### src/rtl/wheel_pwm_decoder.sv
// Wheel PWM receive decoder: measures high time and period of one PWM line and
// recovers the 6-bit speed code; a line with no edges is reported through a timeout.
module wheel_pwm_decoder #(
    parameter int LOG2_PERIOD     = 10,
    parameter int PERIOD_TOL      = 4,
    parameter int TIMEOUT_PERIODS = 4
) (
    input  logic                   clock,
    input  logic                   reset,
    input  logic                   pwm_in,
    output logic [5:0]             speed_out,
    output logic [LOG2_PERIOD:0]   high_cycles,
    output logic [LOG2_PERIOD:0]   period_cycles,
    // meas_valid is a one-cycle strobe with no back-pressure: the result outputs change
    // only in a strobe cycle and hold their value until the next strobe.
    output logic                   meas_valid,
    output logic                   period_err,
    output logic                   stale,
    output logic [1:0]             fsm_state
);

    localparam int CW = LOG2_PERIOD + 1;
    localparam logic [CW-1:0] NOMINAL = CW'(2 ** LOG2_PERIOD);
    localparam logic [CW-1:0] TOL     = CW'(PERIOD_TOL);
    localparam int IDLE_T = TIMEOUT_PERIODS * (2 ** LOG2_PERIOD);
    localparam int IW     = $clog2(IDLE_T + 1);
    localparam logic [IW-1:0] IDLE_MAX  = IW'(IDLE_T);
    localparam logic [IW-1:0] IDLE_LAST = IW'(IDLE_T - 1);

    typedef enum logic [1:0] {
        ST_SYNC = 2'd0,
        ST_HIGH = 2'd1,
        ST_LOW  = 2'd2
    } state_t;

    state_t        state;
    state_t        state_next;
    logic          meta;
    logic          s;
    logic          s_d;
    logic [1:0]    warm;
    logic          edge_ok;
    logic          rise;
    logic          fall;
    logic          timeout;
    logic          publish;
    logic [CW-1:0] hi_cnt;
    logic [CW-1:0] hi_next;
    logic [CW-1:0] per_cnt;
    logic [CW-1:0] per_next;
    logic [CW-1:0] per_diff;
    logic [IW-1:0] idle_cnt;
    logic [IW-1:0] idle_next;
    logic [5:0]    speed_next;
    logic [CW-1:0] high_next;
    logic [CW-1:0] period_next;
    logic          valid_next;
    logic          err_next;
    logic          stale_next;

    function automatic logic [CW-1:0] sat_inc(input logic [CW-1:0] v);
        return (v == {CW{1'b1}}) ? v : v + CW'(1);
    endfunction

    // The synchronizer clears on reset, so edges are ignored until s_d holds a real
    // sample; otherwise a line that is high through reset would look like a fresh rise.
    always_ff @(posedge clock) begin
        if (reset) begin
            meta <= 1'b0;
            s    <= 1'b0;
            s_d  <= 1'b0;
            warm <= 2'd0;
        end else begin
            meta <= pwm_in;
            s    <= meta;
            s_d  <= s;
            if (warm != 2'd3) begin
                warm <= warm + 2'd1;
            end
        end
    end

    always_comb begin
        edge_ok = (warm == 2'd3);
        rise    = edge_ok & s & ~s_d;
        fall    = edge_ok & ~s & s_d;
        // A rise in the same cycle wins over an expiring timeout.
        timeout = ~rise & ~fall & (idle_cnt == IDLE_LAST);
        if (rise | fall) begin
            idle_next = '0;
        end else if (idle_cnt != IDLE_MAX) begin
            idle_next = idle_cnt + IW'(1);
        end else begin
            idle_next = idle_cnt;
        end
    end

    always_ff @(posedge clock) begin
        if (reset) begin
            state <= ST_SYNC;
        end else begin
            state <= state_next;
        end
    end

    always_comb begin
        state_next = state;
        hi_next    = hi_cnt;
        per_next   = per_cnt;
        publish    = 1'b0;
        case (state)
            ST_SYNC: begin
                if (rise) begin
                    state_next = ST_HIGH;
                    hi_next    = CW'(1);
                    per_next   = CW'(1);
                end
            end
            ST_HIGH: begin
                per_next = sat_inc(per_cnt);
                if (fall) begin
                    state_next = ST_LOW;
                end else begin
                    hi_next = sat_inc(hi_cnt);
                end
            end
            ST_LOW: begin
                if (rise) begin
                    publish    = 1'b1;
                    state_next = ST_HIGH;
                    hi_next    = CW'(1);
                    per_next   = CW'(1);
                end else begin
                    per_next = sat_inc(per_cnt);
                end
            end
            default: begin
                state_next = ST_SYNC;
            end
        endcase
        if (timeout) begin
            state_next = ST_SYNC;
        end
    end

    always_comb begin
        per_diff    = (per_cnt >= NOMINAL) ? (per_cnt - NOMINAL) : (NOMINAL - per_cnt);
        speed_next  = speed_out;
        high_next   = high_cycles;
        period_next = period_cycles;
        err_next    = period_err;
        stale_next  = stale;
        valid_next  = 1'b0;
        if (publish) begin
            // Truncating scale to 64 steps; anything at or above one full period is max speed.
            speed_next  = hi_cnt[CW-1] ? 6'd63 : hi_cnt[LOG2_PERIOD-1 -: 6];
            high_next   = hi_cnt;
            period_next = per_cnt;
            err_next    = (per_diff > TOL);
            stale_next  = 1'b0;
            valid_next  = 1'b1;
        end else if (timeout) begin
            speed_next = s ? 6'd63 : 6'd0;
            stale_next = 1'b1;
            valid_next = 1'b1;
        end
    end

    always_ff @(posedge clock) begin
        if (reset) begin
            hi_cnt        <= '0;
            per_cnt       <= '0;
            idle_cnt      <= '0;
            speed_out     <= '0;
            high_cycles   <= '0;
            period_cycles <= '0;
            meas_valid    <= 1'b0;
            period_err    <= 1'b0;
            stale         <= 1'b0;
        end else begin
            hi_cnt        <= hi_next;
            per_cnt       <= per_next;
            idle_cnt      <= idle_next;
            speed_out     <= speed_next;
            high_cycles   <= high_next;
            period_cycles <= period_next;
            meas_valid    <= valid_next;
            period_err    <= err_next;
            stale         <= stale_next;
        end
    end

    assign fsm_state = state;

endmodule
### config.mk
export PLATFORM = sky130hd
export DESIGN_NAME = wheel_pwm_decoder
export DESIGN_NICKNAME = d
export VERILOG_FILES = /design/src/rtl/wheel_pwm_decoder.sv
export SDC_FILE = /design/constraint.sdc
export NUM_CORES = 1
export LEC_CHECK = 0
export CAP_MARGIN = 20
export CORE_MARGIN = 8
export CORE_UTILIZATION = 51
export DETAILED_ROUTE_END_ITERATION = 6
export GPL_TIMING_DRIVEN = 0
export PLACE_DENSITY_LB_ADDON = 0.1
export SLEW_MARGIN = 25
export SYNTH_ARGS = -nofsm -noshare
export SYNTH_HDL_FRONTEND = slang
export SYNTH_SLANG_ARGS = --single-unit
### constraint.sdc
create_clock -name clock -period 5.21 [get_ports clock]
set_input_delay 1.042 -clock clock [delete_from_list [all_inputs] [get_ports clock]]
set_output_delay 1.042 -clock clock [all_outputs]
set_load 0.02 [all_outputs]
==> results_dict.tcl, run 1 <==
set metrics [dict create \
    synth-seq-cells 73 \
    setup.worst_path.start_class "register" \
    tritoncts "yes" \
    slowest_delay_ns 0.66 \
    synthToLayoutAreaGrowth_pct 19.5 \
    syn_area_per_cell_um2 8.12 \
    layout_min_cycle_time_ns 2.51 \
    ctsLongestPathBuffers 2 \
    dpl-instance-area_um2 3990 \
    hold_viol_final 0 \
    grt_overflow 0 \
    reg2reg_slack_ns 2.82 \
    drc 0 \
    tns_ns 0 \
    portBuffers 34 \
    arrival_ns 1.47 \
    power_density_nw_per_um2 277 \
    cts_max_level 3 \
    required_ns 4.17 \
    cts_resized 0 \
    worst-slew-pin-transition_ns 0.611 \
    ios 36 \
    path_clk_slew_ns 0.08 \
    antenna_cells 0 \
    synthCells 437 \
    gp_congestion 0.863 \
    yosysSeqAreaShare_pct 41.2 \
    layout_common_cells "dfxtp_1, nand2_1, a21oi_1" \
    rsz0062_at_grt "no" \
    worstHoldPathType "register to register" \
    design_area_um2 4240 \
    postCtsHoldBufs 0 \
    fin_crit_sh_pct 48.2 \
    die_h_um 99.4 \
    cpMaxStageDelayCell "clkdlybuf4s50_1" \
    ys.flop_type "dfxtp_1" \
    irDropWorstVdd_uv 162 \
    grt_pass1_wl_um 15100 \
    antenna_found_initial 0 \
    post_cts_buffers 0 \
    core_um2 6760 \
    clock_skew_ns 0.00511 \
    clk_root_buffer_cell "clkbuf_8" \
    finalWirelength_um 8880 \
    criticalPathCategory "register to primary output" \
    crit_chain "clkdlybuf4s50_1" \
    num_vias 3361 \
    grt_util_all_layers_pct 18.7 \
    grt_max_degree 13 \
    status "completed" \
    clk_latency_ns 0.35 \
    crit_buf_inv 1 \
    postRouteAntennaNets 0 \
    layout_commonest_cell "dfxtp_1" \
    drtPass1Iterations 6 \
    grt_pass1_vias 3131 \
    path_max_fanout 6 \
    setup_viol 0 \
    die_w_um 99.4 \
    cp_top_family "buffers and inverters" \
    ys_types 56 \
    initial_core_util_pct 52.5 \
    vias_per_cell 5.94 \
    maxCapViolCount 0 \
    cts_inserted_buffers 9 \
    rows 30 \
    final_nets 496 \
    relSlewSlack_pct 58.7 \
    synth-edff-count 0 \
    die_area_um2 9880 \
    synthArstFlopShare_pct 0 \
    hpwlAfterDp_um 6360 \
    ys.warnings.count 0 \
    slew_violations 0 \
    total_power_mw 1.17 \
    drive_gt1_share_pct 8.23 \
    fmax_ghz 0.398 \
    cts.sinks 73 \
    end_kind "primary output" \
    p_leak_nw 1.47 \
    synth_nets 451 \
    netlist_area_um2 3550 \
    utilization_pct 62.7 \
    wl_per_cell_um 15.7 \
    drtIter0Drc 129 \
]
[final timing paths]
kind / depth (start not counted) / start / endpoint
max: 1 / fsm_state[0]$_SDFFE_PP0P_ / fsm_state[0]
min: 1 / meta$_SDFF_PP0_ / s$_SDFF_PP0_
max reg2reg: 8 / fsm_state[0]$_SDFFE_PP0P_ / hi_cnt[5]$_SDFFE_PP0P_
min reg2reg: 1 / meta$_SDFF_PP0_ / s$_SDFF_PP0_
[worst reg2reg max path, stage by stage, from the launching register on]
cell	delay, ns
dfxtp_1	0.46
inv_1	0.10
ha_1	0.28
nor2_1	0.25
o22ai_1	0.15
a311oi_1	0.33
clkbuf_1	0.41
nand4b_1	0.17
a21oi_1	0.17
[stage by stage]
step | hold slack [ns] | instances | setup WS [ns]
after floorplan | 0.414 | 437 | 3.08
after global placement | 0.421 | 551 | 2.91
after detailed placement | 0.434 | 551 | 2.90
after CTS | 0.451 | 566 | 2.70
after global routing | 0.456 | 566 | 2.64
final | 0.449 | 566 | 2.70
[per-layer routing]
layer | GRT usage, % | vias to the layer above | part of all wire, %
li1 | - | 1645 | -
met1 | 22.8 | 1587 | 45
met2 | 30.2 | 103 | 47
met3 | 5.10 | 26 | 6.1
met4 | 8.03 | 0 | 2.5
met5 | 0 | - | 0
[cell type report]
cell class	instances	area, µm²
clock buffer	11	151
sequential	73	1460
tap	80	100
inverter	13	48.8
timing repair buffer	34	340
clock inverter	4	98.8
buffer	29	138
multi-input combinational	322	1900
fill	625	2520
[registers in the layout, summed over array words and instances, names as in the netlist, 2 cells and up]
register	flops
hi_cnt	11
idle_cnt	13
period_cycles	11
high_cycles	11
speed_out	6
warm	2
fsm_state	2
per_cnt	11
[cell families after synthesis]
logic type	share of synthesized area, %
AND/OR/NAND/NOR	27.1
XOR/XNOR	2.96
AO/OA/AOI/OAI	19.0
buffers and inverters	5.26
multiplexers	0.600
adder cells (fa/ha/maj)	3.88
flip-flops	41.2
[power breakdown]
| part | internal (mW) | switching (mW) | total [mW] |
|---|---|---|---|
| Combinational | 0.0163 | 0.0281 | 0.0444 |
| Clock | 0.343 | 0.216 | 0.559 |
| Sequential | 0.565 | 0.00595 | 0.571 |
[Yosys cell counts (3+ instances only)]
library cell | n | area share, %
o21ai_0 | 18 | 2.5
a32o_1 | 3 | 0.85
nand2_1 | 64 | 6.8
nor4b_1 | 3 | 0.74
a31oi_1 | 5 | 0.88
nor3_1 | 18 | 2.5
and4_1 | 3 | 0.74
a21oi_1 | 48 | 6.8
xor2_1 | 8 | 2.0
and3_1 | 6 | 1.1
clkbuf_1 | 17 | 1.8
xnor2_1 | 4 | 0.99
nor4_1 | 4 | 0.71
nand4b_1 | 7 | 1.7
ha_1 | 11 | 3.9
buf_2 | 4 | 0.56
and2_1 | 3 | 0.53
o31ai_1 | 3 | 0.63
nor2_1 | 43 | 4.6
inv_1 | 13 | 1.4
o221a_2 | 6 | 1.9
a311oi_1 | 3 | 0.74
or4_1 | 3 | 0.63
or3_1 | 4 | 0.71
buf_4 | 4 | 0.85
nor2b_1 | 6 | 1.1
nand3_1 | 15 | 2.1
dfxtp_1 | 73 | 41
No activity file was read; power rests on OpenSTA's default activity.
==> inputs of run 2 (changes only) <==
clock period = 2.5 ns   (was 5.21 ns; I/O delays follow)
==> results_dict.tcl, run 2 (synthesis results as in run 1) <==
set metrics [dict create \
    rows 30 \
    fin_crit_sh_pct 91.5 \
    grt_pass1_vias 3131 \
    grt_pass1_wl_um 15100 \
    setup.worst_path.start_class "register" \
    sequentialPowerShare_pct 48.6 \
    finalWirelength_um 8840 \
    power_density_nw_per_um2 577 \
    wl_per_cell_um 15.6 \
    stdcell_count 566 \
    path_max_fanout 10 \
    largest_reg_flops 13 \
    layout_commonest_cell "dfxtp_1" \
    gp_congestion 0.863 \
    vias_per_cell 5.89 \
    post_cts_buffers 0 \
    antenna_found_initial 0 \
    status "completed" \
    crit_chain "inv_1, ha_1, nor2_1, o22ai_1, a311o_1, clkbuf_1, o21ai_0, a21oi_1" \
    worst-slew-pin-transition_ns 0.612 \
    initial_core_util_pct 52.5 \
    drc 0 \
    ios 36 \
    relSlewSlack_pct 58.7 \
    die_area_um2 9880 \
    pwr-share-clk_pct 47.6 \
    p_sw_mw 0.519 \
    slew_violations 0 \
    maxCapViolCount 0 \
    tns_ns 0 \
    grt_util_all_layers_pct 18.7 \
    whs_ns 0.449 \
    setup_viol 0 \
    cts_inserted_buffers 9 \
    p_leak_nw 1.48 \
    drive_gt1_share_pct 8.44 \
    core_um2 6760 \
    arrival_ns 2.51 \
    grt_max_degree 13 \
    swShare_pct 21.2 \
    dpl.cell_count 551 \
    ctsLongestPathBuffers 2 \
    slowest_delay_ns 0.46 \
    layout_min_cycle_time_ns 2.29 \
    antenna_cells 0 \
    criticalPathCategory "register to register" \
    end_kind "register" \
    layout_common_cells "dfxtp_1, nand2_1, a21oi_1" \
    irDropWorstVdd_uv 337 \
    clk_root_buffer_cell "clkbuf_8" \
    num_vias 3336 \
    clk_latency_ns 0.35 \
    cpMaxStageDelayCell "dfxtp_1" \
    power_frac_comb_pct 3.8 \
    clock_skew_ns 0.00520 \
    regArea_um2 1460 \
    die_w_um 99.4 \
    worstHoldPathType "register to register" \
    tritoncts "yes" \
    final_nets 496 \
    internal-power_mw 1.93 \
    drtIter0Drc 132 \
    path_clk_slew_ns 0.08 \
    cts.sinks 73 \
    rsz0062_at_grt "no" \
    synthToLayoutAreaGrowth_pct 19.5 \
    hpwlAfterDp_um 6360 \
    multi_input_area_um2 1900 \
    required_ns 2.72 \
    top_register "idle_cnt" \
    fmax_ghz 0.437 \
    die_h_um 99.4 \
    portBuffers 34 \
    postRouteAntennaNets 0 \
    grt_overflow 0 \
    fillers 626 \
    drtPass1Iterations 5 \
    cts_max_level 3 \
    hold_viol_final 0 \
]
-- run 2: cell counts in the layout (fill, tap and decap cells not counted) --
Identical to the previous run, type by type.
-- run 2: timing repair --
| action | CTS | global route |
|---|---|---|
| hold buffers | 0 | 0 |
| endpoints found under the setup margin | 0 | 9 |
| gates resized for setup | 0 | 2 |
-- run 2: layout make-up --
cell class	instances	area share, %
clock inverters	4	2.33
repair buffers	34	8.03
well taps	80	2.36
inverters	13	1.15
flip-flops and latches	73	34.5
clock buffers	11	3.57
multi-input cells	322	44.8
plain buffers	29	3.28
-- run 2: worst paths after layout --
check                                 start                      to  slack [ns]  cells past startpoint
setup reg to reg  fsm_state[0]$_SDFFE_PP0P_  hi_cnt[9]$_SDFFE_PP0P_        0.21                      8
hold / removal              meta$_SDFF_PP0_            s$_SDFF_PP0_        0.45                      1
setup / recovery  fsm_state[0]$_SDFFE_PP0P_  hi_cnt[9]$_SDFFE_PP0P_        0.21                      8
hold reg to reg             meta$_SDFF_PP0_            s$_SDFF_PP0_        0.45                      1
-- run 2: critical path: cells and delay by family, from the launching register on --
kind                       cells  cell delay (ns)
AOI/OAI and AO/OA              4             0.84
adders and majority gates      1             0.28
buffers and inverters          2             0.32
DFF                            1             0.46
and+or+nand+nor                1             0.25
-- run 2: through the flow --
step | utilization (%) | setup slack, ns | cell area [µm²] | total power, mW
after floorplan | - | 0.369 | 3550 | 1.28
after global placement | 59.0 | 0.255 | 3990 | 1.30
after detailed placement | 59.0 | 0.203 | 3990 | 1.31
after CTS | 62.7 | 0.173 | 4240 | 2.46
after global routing | 62.7 | 0.0660 | 4240 | 2.52
final | 62.7 | 0.212 | 4240 | 2.44
-- run 2: metal layers --
| metal | wire (µm) | up-vias | track usage, % |
|---|---|---|---|
| met5 | 0 | - | 0 |
| met4 | 220 | 0 | 8.03 |
| met3 | 542 | 28 | 5.10 |
| met2 | 4110 | 99 | 30.2 |
| met1 | 3970 | 1565 | 22.8 |
| li1 | - | 1644 | - |
-- run 2: power by group through the flow --
| stage | Sequential, mW | Combinational [mW] | Clock [mW] |
|---|---|---|---|
| 2_1_floorplan | 1.21 | 0.0692 | 0 |
| 3_3_place_gp | 1.22 | 0.0896 | 0 |
| 3_5_place_dp | 1.22 | 0.0927 | 0 |
| 4_1_cts | 1.19 | 0.0934 | 1.18 |
| 5_1_grt | 1.19 | 0.106 | 1.23 |
| 6_report | 1.19 | 0.0926 | 1.16 |
